### config.mk
export PLATFORM = sky130hd
export DESIGN_NAME = fifo_level_flat
export DESIGN_NICKNAME = d
export VERILOG_FILES = /design/src/rtl/fifo_level_if.sv /design/src/rtl/fifo_level.sv /design/src/flat_wrapper.sv
export SDC_FILE = /design/constraint.sdc
export NUM_CORES = 1
export LEC_CHECK = 0
export ABC_AREA = 1
export CELL_PAD_IN_SITES_DETAIL_PLACEMENT = 0
export CELL_PAD_IN_SITES_GLOBAL_PLACEMENT = 2
export CORE_ASPECT_RATIO = 1.25
export CORE_MARGIN = 4
export CORE_UTILIZATION = 41
export DETAILED_ROUTE_END_ITERATION = 12
export PLACE_DENSITY_LB_ADDON = 0.1
export SYNTH_ARGS = -nofsm -noshare
export SYNTH_HDL_FRONTEND = slang
export SYNTH_SLANG_ARGS = --single-unit
### constraint.sdc
create_clock -name clk -period 2.84 [get_ports clk]
set_input_delay 0.568 -clock clk [delete_from_list [all_inputs] [get_ports clk]]
set_output_delay 0.568 -clock clk [all_outputs]
set_load 0.01 [all_outputs]
### src/rtl/fifo_level_if.sv
// Bus bundle between a FIFO producer/consumer and fifo_level.
// master: the logic that pushes/pops words; slave: the FIFO itself.
interface fifo_level_if #(
    parameter int D_WIDTH    = 8,
    parameter int ADDR_WIDTH = 4
);
    logic                  clr;
    logic                  wr;
    logic [D_WIDTH-1:0]    wr_data;
    logic                  rd;
    logic [D_WIDTH-1:0]    rd_data;
    logic                  empty;
    logic                  full;
    logic                  almost_empty;
    logic                  almost_full;
    logic [ADDR_WIDTH:0]   level;
    logic                  overflow;
    logic                  underflow;

    modport master (
        output clr, wr, wr_data, rd,
        input  rd_data, empty, full, almost_empty, almost_full,
               level, overflow, underflow
    );

    modport slave (
        input  clr, wr, wr_data, rd,
        output rd_data, empty, full, almost_empty, almost_full,
               level, overflow, underflow
    );
endinterface

### src/rtl/fifo_level.sv
// Synchronous show-ahead FIFO with occupancy count, almost-full/almost-empty
// thresholds, synchronous flush and sticky overflow/underflow flags.
// All status flags are registered from the next-state level, so no flag has
// a combinational path from wr/rd.
module fifo_level #(
    parameter int D_WIDTH    = 8,
    parameter int ADDR_WIDTH = 4,
    parameter int AF_LEVEL   = (2**ADDR_WIDTH) - 2,
    parameter int AE_LEVEL   = 1
) (
    input  logic           clk,
    input  logic           reset_n,
    fifo_level_if.slave    bus
);
    localparam int DEPTH = 2**ADDR_WIDTH;
    localparam int LW    = ADDR_WIDTH + 1;

    localparam logic [LW-1:0] C_DEPTH = LW'(DEPTH);
    localparam logic [LW-1:0] C_AF    = LW'(AF_LEVEL);
    localparam logic [LW-1:0] C_AE    = LW'(AE_LEVEL);

    logic [D_WIDTH-1:0]    r_mem [DEPTH];
    logic [ADDR_WIDTH-1:0] r_wr_ptr;
    logic [ADDR_WIDTH-1:0] r_rd_ptr;
    logic [LW-1:0]         r_level;
    logic                  r_empty;
    logic                  r_full;
    logic                  r_almost_empty;
    logic                  r_almost_full;
    logic                  r_overflow;
    logic                  r_underflow;

    logic                  w_rd_en;
    logic                  w_wr_en;
    logic [LW-1:0]         w_level_next;

    // A read at full frees a slot in the same edge, so a concurrent write is
    // accepted; a read at empty is always rejected.
    assign w_rd_en = bus.rd & ~r_empty;
    assign w_wr_en = bus.wr & (~r_full | w_rd_en);

    // Next occupancy; simultaneous accepted read+write leaves it unchanged.
    always_comb begin
        w_level_next = r_level;
        if (w_wr_en && !w_rd_en) begin
            w_level_next = r_level + LW'(1);
        end else if (!w_wr_en && w_rd_en) begin
            w_level_next = r_level - LW'(1);
        end
    end

    // Storage array; deliberately not reset, flush leaves contents alone.
    always_ff @(posedge clk) begin
        if (!bus.clr && w_wr_en) begin
            r_mem[r_wr_ptr] <= bus.wr_data;
        end
    end

    // Pointers, level, status flags and sticky error flags.
    always_ff @(posedge clk or negedge reset_n) begin
        if (!reset_n) begin
            r_wr_ptr       <= '0;
            r_rd_ptr       <= '0;
            r_level        <= '0;
            r_empty        <= 1'b1;
            r_full         <= 1'b0;
            r_almost_empty <= 1'b1;
            r_almost_full  <= (C_AF == '0);
            r_overflow     <= 1'b0;
            r_underflow    <= 1'b0;
        end else if (bus.clr) begin
            r_wr_ptr       <= '0;
            r_rd_ptr       <= '0;
            r_level        <= '0;
            r_empty        <= 1'b1;
            r_full         <= 1'b0;
            r_almost_empty <= 1'b1;
            r_almost_full  <= (C_AF == '0);
            r_overflow     <= 1'b0;
            r_underflow    <= 1'b0;
        end else begin
            if (w_wr_en) begin
                r_wr_ptr <= r_wr_ptr + ADDR_WIDTH'(1);
            end
            if (w_rd_en) begin
                r_rd_ptr <= r_rd_ptr + ADDR_WIDTH'(1);
            end
            r_level        <= w_level_next;
            r_empty        <= (w_level_next == '0);
            r_full         <= (w_level_next == C_DEPTH);
            r_almost_empty <= (w_level_next <= C_AE);
            r_almost_full  <= (w_level_next >= C_AF);
            if (bus.wr && r_full && !w_rd_en) begin
                r_overflow <= 1'b1;
            end
            if (bus.rd && r_empty) begin
                r_underflow <= 1'b1;
            end
        end
    end

    // Show-ahead head word; meaningless while empty.
    assign bus.rd_data      = r_mem[r_rd_ptr];
    assign bus.empty        = r_empty;
    assign bus.full         = r_full;
    assign bus.almost_empty = r_almost_empty;
    assign bus.almost_full  = r_almost_full;
    assign bus.level        = r_level;
    assign bus.overflow     = r_overflow;
    assign bus.underflow    = r_underflow;
endmodule
### src/flat_wrapper.sv
// flat-port wrapper written by rule: the top's interface ports become plain ports
module fifo_level_flat 
#(
    parameter int D_WIDTH    = 8,
    parameter int ADDR_WIDTH = 4,
    parameter int AF_LEVEL   = (2**ADDR_WIDTH) - 2,
    parameter int AE_LEVEL   = 1
)
  (clk, reset_n, bus_clr, bus_wr, bus_wr_data, bus_rd, bus_rd_data, bus_empty, bus_full, bus_almost_empty, bus_almost_full, bus_level, bus_overflow, bus_underflow);
  fifo_level_if #(.D_WIDTH(D_WIDTH), .ADDR_WIDTH(ADDR_WIDTH)) bus_i ();
  input  logic clk;
  input  logic reset_n;
  input wire logic [$bits(bus_i.clr)-1:0] bus_clr;
  input wire logic [$bits(bus_i.wr)-1:0] bus_wr;
  input wire logic [$bits(bus_i.wr_data)-1:0] bus_wr_data;
  input wire logic [$bits(bus_i.rd)-1:0] bus_rd;
  output wire logic [$bits(bus_i.rd_data)-1:0] bus_rd_data;
  output wire logic [$bits(bus_i.empty)-1:0] bus_empty;
  output wire logic [$bits(bus_i.full)-1:0] bus_full;
  output wire logic [$bits(bus_i.almost_empty)-1:0] bus_almost_empty;
  output wire logic [$bits(bus_i.almost_full)-1:0] bus_almost_full;
  output wire logic [$bits(bus_i.level)-1:0] bus_level;
  output wire logic [$bits(bus_i.overflow)-1:0] bus_overflow;
  output wire logic [$bits(bus_i.underflow)-1:0] bus_underflow;
  assign bus_i.clr = bus_clr;
  assign bus_i.wr = bus_wr;
  assign bus_i.wr_data = bus_wr_data;
  assign bus_i.rd = bus_rd;
  assign bus_rd_data = bus_i.rd_data;
  assign bus_empty = bus_i.empty;
  assign bus_full = bus_i.full;
  assign bus_almost_empty = bus_i.almost_empty;
  assign bus_almost_full = bus_i.almost_full;
  assign bus_level = bus_i.level;
  assign bus_overflow = bus_i.overflow;
  assign bus_underflow = bus_i.underflow;
  fifo_level #(.D_WIDTH(D_WIDTH), .ADDR_WIDTH(ADDR_WIDTH), .AF_LEVEL(AF_LEVEL), .AE_LEVEL(AE_LEVEL)) u_core (.clk(clk), .reset_n(reset_n), .bus(bus_i));
endmodule
==> impl_metrics.ini, run 1 <==
[outcome]
run_status = complete, no violations

[logic_synthesis]
postSynthCellCount = 500
async_reset_ff_frac = 0.1293
synth.top_cells.by_area = sky130_fd_sc_hd__edfxtp_1, sky130_fd_sc_hd__dfrtp_1, sky130_fd_sc_hd__nor2_1, sky130_fd_sc_hd__o21ai_0, sky130_fd_sc_hd__o221ai_1
synth.avg_cell_area_um2 = 12.32
syn-cell-area_um2 = 6158
synth_area_leader_cell = sky130_fd_sc_hd__edfxtp_1
synthesis.yosys.warnings = 0
syn-num-nets = 520
proportion_of_synthesized_chip_area_in_sequential_cells = 0.7017
yosys.cell_types.count = 34
synthDominantCellAreaShare = 0.6241
edff_count_synth = 128
postSynthRegisterBits = 147
synth_flop_cell = sky130_fd_sc_hd__edfxtp_1

[placed_design]
numPortBuffers = 31
post-place-ws_ps = 117.7
detailed_place_hpwl_mm = 10.22
globalplace.congestion = 0.7913

[clock_tree]
cts_buffer_depth = 2
holdBufCountCts = 0
cts_root_buf = sky130_fd_sc_hd__clkbuf_16
cts_buffer_count = 17
clk_pin_slew_worst_paths_ps = 60
cts_num_sinks = 147
tritoncts_clock_tree = yes
clock_latency_ps = 420
h_tree_depth = 4

[sta]
max_slew_margin = 0.5209
setup_ws_ps = 131.0
layout_worst_path_cycle_share = 0.9539
timing.clock.skew_ps = 6.620
worst_pin_slew_ps = 716.5
grt_setup_unrepaired = no
hold_violations = 0
max_freq_mhz = 369.1
setup_viol = 0
drv_slew = 0
final.min_clock_period_ps = 2709

[hold_path]
holdCritPathClass = input pin to async pin

[routing]
vias = 4118
route.final.wire_length_mm = 15.87
avgViaCountPerCell = 5.440
detail_route.wl_per_cell_um = 20.96
firstDrtPassIters = 4
drt.antenna.violating_nets = 0
drc_violations_left = 0
drt_iter0_drc = 382

[worst_setup_path]
startpoint_type = flip-flop
crit_fanout = 15
cp_buf_inv_count = 3
timing.reg2reg.setup_slack_ps = 840
timing.critical_path.arrival_ps = 2140
critical_path.top_delay_family = buffers and inverters
cpMaxStageDelayCell = sky130_fd_sc_hd__dfrtp_2
critical-path-max-stage-delay_ps = 450
timing.setup.critical_path_class = flip-flop to output port
worstSetupEndpointType = output port
cell_count_of_the_worst_reg_to_reg_path = 8
crit-reg2reg-capture = u_core.r_mem[10][1]$_DFFE_PP_
timing.critical_path.required_ps = 2270
r2r-start = u_core.bus.empty$_DFF_PN1_
timing.critical_path.cells = clkinv_4 -> bufbuf_16 -> o21ai_0 -> o22ai_1 -> o211ai_1 -> nand2_1 -> dlygate4sd2_1

[global_route]
grt_use_total = 0.1919
grt_start_max_net_pins = 34
grt_pass1_vias = 4368
overflow = 0
grt_pass1_wl_mm = 24.76
antenna_found_initial = 0

[pwr]
pwr-share-comb = 0.149
netSwitchingPower_mw = 1.410
seq_power_share = 0.431
power.density_nw_per_um2 = 747.7
worst_ir_drop_vdd_uv = 339.1
total_leakage_power_nw = 2.740
sw_frac_of_total = 0.2482
clock_network_fraction_of_design_power = 0.420
cell_int_power_mw = 4.271

[finish]
nets = 586
antenna-diode-count = 0
finalCoreUtilization = 0.5208
layout_cell_share_with_drive_strength_beyond_1 = 0.1727
area_growth_pct = 23.38

[die]
std_cell_rows = 49
num_io_pins = 32
die_x_um = 117.6
floorplan.die_area_um2 = 17060
core_area_um2 = 14590
overall_die_height_um = 145.0
floorplan.initialDensity = 0.4221

[flow_run]
drv_cap = 0
-- synthesized netlist by cell type (7+ instances only) --
| cell type | n |
|---|---|
| sky130_fd_sc_hd__nand3_1 | 14 |
| sky130_fd_sc_hd__o221ai_1 | 19 |
| sky130_fd_sc_hd__o21ai_0 | 56 |
| sky130_fd_sc_hd__clkbuf_1 | 12 |
| sky130_fd_sc_hd__inv_1 | 18 |
| sky130_fd_sc_hd__o21ai_1 | 12 |
| sky130_fd_sc_hd__edfxtp_1 | 128 |
| sky130_fd_sc_hd__nand2_1 | 40 |
| sky130_fd_sc_hd__o211ai_1 | 14 |
| sky130_fd_sc_hd__dfrtp_1 | 17 |
| sky130_fd_sc_hd__o22ai_1 | 10 |
| sky130_fd_sc_hd__nor3_1 | 14 |
| sky130_fd_sc_hd__ha_1 | 7 |
| sky130_fd_sc_hd__nor2_1 | 85 |
| sky130_fd_sc_hd__inv_2 | 8 |
| sky130_fd_sc_hd__a21oi_1 | 7 |
-- sequential cells by signal, indices dropped and copies added, names as in the netlist --
register,cells
u_core.bus.full,1
u_core.bus.underflow,1
u_core.bus.level,5
u_core.r_mem,128
u_core.bus.overflow,1
u_core.r_wr_ptr,4
u_core.bus.almost_full,1
u_core.bus.almost_empty,1
u_core.r_rd_ptr,4
u_core.bus.empty,1
-- cells by family (layout without fill, tap and decap cells) --
group	count (synthesis)	in the layout	share of synthesized area
flip-flops	147	147	0.7017
AND/OR/NAND/NOR	166	166	0.1146
adder cells (fa/ha/maj)	7	7	0.01422
buffers and inverters	53	132	0.04205
AO/OA/AOI/OAI	125	125	0.1245
XOR/XNOR	2	2	0.002845
-- metal layers --
metal  track usage  vias up  share of wire
li1              -     1957              -
met1        0.2381     2047           0.43
met2        0.3341       95           0.52
met3       0.03542       19          0.035
met4       0.07214        0          0.016
met5             0        -              0
-- worst max-delay path by stage --
stage	from	to	slack [ps]	cells after the start
finish	u_core.r_rd_ptr[0]$_DFFE_PN0P_	bus_rd_data[5]	130	7
global route	u_core.r_rd_ptr[0]$_DFFE_PN0P_	bus_rd_data[5]	0.5	7
CTS	u_core.r_rd_ptr[0]$_DFFE_PN0P_	bus_rd_data[0]	-1	7
detailed placement	bus_rd	u_core.r_mem[10][2]$_DFFE_PP_	120	8
global placement	bus_rd	u_core.r_mem[10][2]$_DFFE_PP_	100	8
floorplan	bus_rd	u_core.r_mem[13][0]$_DFFE_PP_	740	6
-- layout make-up --
class	count	area, µm²
fill	1279	6993
clock buffer	20	456.7
multi-input combinational	300	1590
timing repair buffer	73	720.7
sequential	147	4323
inverter	27	106.4
clock inverter	12	178.9
tap	178	222.7
-- power groups by stage --
stage / sequential [mW] / clock (mW) / combinational [mW]
floorplan: 2.49 / 0 / 0.483
global placement: 2.49 / 0 / 0.814
detailed placement: 2.49 / 0 / 0.811
CTS: 2.45 / 2.42 / 0.874
global route: 2.45 / 2.51 / 0.938
finish: 2.45 / 2.39 / 0.848
-- placed cells by master, fill, tap and decap left out, drive strengths merged, types with 2 or more instances in the layout --
cell type | netlist | routed
a21oi | 7 | 7
buf | 14 | 41
bufinv | 0 | 4
clkbuf | 12 | 20
clkdlybuf4s50 | 0 | 23
clkinv | 1 | 6
clkinvlp | 0 | 3
dfrtp | 17 | 17
dfstp | 2 | 2
dlygate4sd2 | 0 | 6
dlymetal6s2s | 0 | 2
edfxtp | 128 | 128
ha | 7 | 7
inv | 26 | 26
nand2 | 43 | 43
nand3 | 15 | 15
nand4 | 3 | 3
nor2 | 89 | 89
nor3 | 14 | 14
o211ai | 14 | 14
o21ai | 73 | 73
o221ai | 19 | 19
o22ai | 10 | 10
-- timing repair --
item	4_1_cts	5_1_grt
setup buffers	5	0
gates resized for setup	18	7
cloned	2	0
pin swaps	0	1
setup endpoints to repair	8	2
-- through the flow --
stage	total power, mW	area [µm²]	setup TNS (ps)	hold slack [ps]	std cells
6_report	5.681	7599	0	486.9	757
5_1_grt	5.899	7599	0	516.5	757
4_1_cts	5.745	7617	-1.132	483.2	758
3_5_place_dp	3.301	6843	0	501.1	719
3_3_place_gp	3.303	6843	0	499.5	719
2_1_floorplan	2.973	6158	0	272.4	500
Power figures use the tool's default switching activity.
==> inputs of run 2 (changes only) <==
--- a/config.mk
+++ b/config.mk
@@ -6,13 +6,11 @@
 export NUM_CORES = 1
 export LEC_CHECK = 0
 export ABC_AREA = 1
-export CELL_PAD_IN_SITES_DETAIL_PLACEMENT = 0
-export CELL_PAD_IN_SITES_GLOBAL_PLACEMENT = 2
 export CORE_ASPECT_RATIO = 1.25
 export CORE_MARGIN = 4
-export CORE_UTILIZATION = 41
+export CORE_UTILIZATION = 55
 export DETAILED_ROUTE_END_ITERATION = 12
-export PLACE_DENSITY_LB_ADDON = 0.1
+export PLACE_DENSITY = 0.74
 export SYNTH_ARGS = -nofsm -noshare
 export SYNTH_HDL_FRONTEND = slang
 export SYNTH_SLANG_ARGS = --single-unit
==> run 2 against run 1 <==
  * Clock-buffer cell count fell by 2
  * First-iteration DRC count rose by 66%
  * Worst setup slack lost 4.6 ps
  * Largest power group unchanged
==> impl_metrics.ini, run 2 (synthesis gave the netlist of run 1 again) <==
[sta]
setup_ws_ps = 126.4
grt_setup_unrepaired = no
setup_viol = 0
drv_slew = 0
hold_violations = 0
timing.clock.skew_ps = 7.540
max_slew_margin = 0.3739
worst_hold_slack_ps = 515.1
max_freq_mhz = 368.5
worst_pin_slew_ps = 936.2
final.min_clock_period_ps = 2714
layout_worst_path_cycle_share = 0.9555
fin_setup_tns_ps = 0

[finish]
finalCoreUtilization = 0.6843
commonest_cells_after_routing_fill_and_taps_aside = sky130_fd_sc_hd__edfxtp_1, sky130_fd_sc_hd__nor2_1, sky130_fd_sc_hd__o21ai_0, sky130_fd_sc_hd__nand2_1, sky130_fd_sc_hd__buf_4
area_growth_pct = 19.71
design_area_um2 = 7372
largest_register_ff_count = 128
nets = 576
layout_cell_share_with_drive_strength_beyond_1 = 0.1464
max_flop_register = u_core.r_mem
antenna-diode-count = 0
final.fill_count = 705
layout.cells.most_common = sky130_fd_sc_hd__edfxtp_1
finalNonFillerCells = 699

[die]
die_x_um = 102.6
std_cell_rows = 42
overall_die_height_um = 126.3
floorplan.initialDensity = 0.5717
floorplan.die_area_um2 = 12960
core_area_um2 = 10770
num_io_pins = 32

[flow_run]
drv_cap = 0

[global_route]
grt_start_max_net_pins = 37
grt_pass1_wl_mm = 23.39
antenna_found_initial = 0
grt_pass1_vias = 4320
overflow = 0
grt_use_total = 0.2443

[clock_tree]
cts_buffer_count = 17
h_tree_depth = 4
cts_num_sinks = 147
clock_latency_ps = 420
cts_root_buf = sky130_fd_sc_hd__clkbuf_16
tritoncts_clock_tree = yes
clk_pin_slew_worst_paths_ps = 50
cts_buffer_depth = 2

[routing]
wl_met3_um = 961
vias = 4277
top_layer_in_use = met4
route.final.wire_length_mm = 14.75
drc_violations_left = 0
firstDrtPassIters = 5
routed-wl-met2_mm = 7.625
avgViaCountPerCell = 6.119
drt.antenna.violating_nets = 0
drt_iter0_drc = 636
met1_routed_length_mm = 5.639
detail_route.wl_per_cell_um = 21.11

[placed_design]
post-place-ws_ps = 255.1
detailed_place_hpwl_mm = 8.991
numPortBuffers = 31
globalplace.congestion = 0.8508
placed_cells_incl_taps = 664
total_placed_instance_area_um2 = 6705

[pwr]
total_leakage_power_nw = 2.650
p_total_mw = 5.393
power.density_nw_per_um2 = 731.6
worst_ir_drop_vdd_uv = 453.8

[worst_setup_path]
timing.setup.critical_path_class = flip-flop to output port
critical-path-max-stage-delay_ps = 460
startpoint_type = flip-flop
critical_path.endpoint = bus_rd_data[6]
cell_count_of_the_worst_reg_to_reg_path = 8
timing.critical_path.required_ps = 2270
timing.critical_path.arrival_ps = 2150
timing.critical_path.cells = buf_12 -> buf_16 -> o21ai_0 -> o22ai_1 -> o211ai_1 -> nand2_1 -> dlygate4sd2_1
timing.reg2reg.setup_slack_ps = 920
crit_fanout = 33
worstSetupEndpointType = output port
crit-reg2reg-capture = u_core.r_mem[10][2]$_DFFE_PP_
cpMaxStageDelayCell = sky130_fd_sc_hd__dfrtp_2
critical_path.startpoint = u_core.r_rd_ptr[0]$_DFFE_PN0P_
r2r-start = u_core.bus.empty$_DFF_PN1_

[outcome]
run_status = complete, no violations

[hold_path]
holdCritPathClass = flip-flop to flip-flop
[run 2: cell types whose count changed in the layout (fill, tap and decap cells not counted), moves of 2 or more]
cell / change
sky130_fd_sc_hd__buf_8: -2
sky130_fd_sc_hd__o21ai_1: -5
sky130_fd_sc_hd__o21ai_0: +5
sky130_fd_sc_hd__buf_4: -7
sky130_fd_sc_hd__buf_6: -2
sky130_fd_sc_hd__bufinv_16: -2
sky130_fd_sc_hd__o221ai_2: -2
sky130_fd_sc_hd__o221ai_1: +2
sky130_fd_sc_hd__clkinv_1: +4
sky130_fd_sc_hd__clkbuf_8: -2
[run 2: worst min path at each step]
stage / from / to / slack (ps) / cells after the start
after floorplan: reset_n / u_core.bus.almost_full$_DFF_PN0_ / 270 / 0
after global placement: u_core.bus.underflow$_DFFE_PN0P_ / u_core.bus.underflow$_DFFE_PN0P_ / 480 / 2
after detailed placement: u_core.bus.overflow$_DFFE_PN0P_ / u_core.bus.overflow$_DFFE_PN0P_ / 500 / 2
after CTS: u_core.bus.overflow$_DFFE_PN0P_ / u_core.bus.overflow$_DFFE_PN0P_ / 510 / 2
after global routing: u_core.bus.overflow$_DFFE_PN0P_ / u_core.bus.overflow$_DFFE_PN0P_ / 550 / 2
final: u_core.bus.underflow$_DFFE_PN0P_ / u_core.bus.underflow$_DFFE_PN0P_ / 520 / 2
[run 2: area by class of cell]
class	instances	area, µm²	area share
multi-input combinational	300	1578	0.2140
clock inverter	12	117.6	0.01595
clock buffer	18	429.2	0.05821
timing repair buffer	63	646.9	0.08775
sequential	147	4324	0.5866
inverter	27	111.4	0.01511
tap	132	165.2	0.02240
[run 2: repair_timing]
item | CTS | global route
setup buffers | 2 | 1
setup endpoints to repair | 8 | 3
gates cloned | 2 | 0
pin swaps | 1 | 2
hold buffers | 0 | 0
resized for setup | 13 | 5
[run 2: per-layer routing]
layer / GRT usage / up-vias
met1: 0.3102 / 2073
met2: 0.3981 / 216
met4: 0.1027 / 0
met3: 0.06041 / 42
li1: - / 1946
met5: 0 / -
[run 2: power by group]
part	leakage (nW)	internal [mW]	switching, mW	total (mW)
Sequential	1.40	2.41	0.0451	2.45
Combinational	0.986	0.343	0.514	0.857
Clock	0.262	1.27	0.819	2.09
[run 2: worst max-delay path: cells and delay by family, from the launching register on]
kind / cells / cell delay, ps
AO/OA/AOI/OAI: 3 / 530
buffers and inverters: 3 / 610
flip-flops: 1 / 460
AND/OR/NAND/NOR: 1 / 120
==> inputs of run 3 (changes only) <==
--- a/config.mk
+++ b/config.mk
@@ -9,6 +9,7 @@
 export CORE_ASPECT_RATIO = 1.25
 export CORE_MARGIN = 4
 export CORE_UTILIZATION = 55
+export CTS_CLUSTER_DIAMETER = 50
 export DETAILED_ROUTE_END_ITERATION = 12
 export PLACE_DENSITY = 0.74
 export SYNTH_ARGS = -nofsm -noshare
==> results of run 3 <==
Final layout, timing and power as in run 2 (identical DEF).
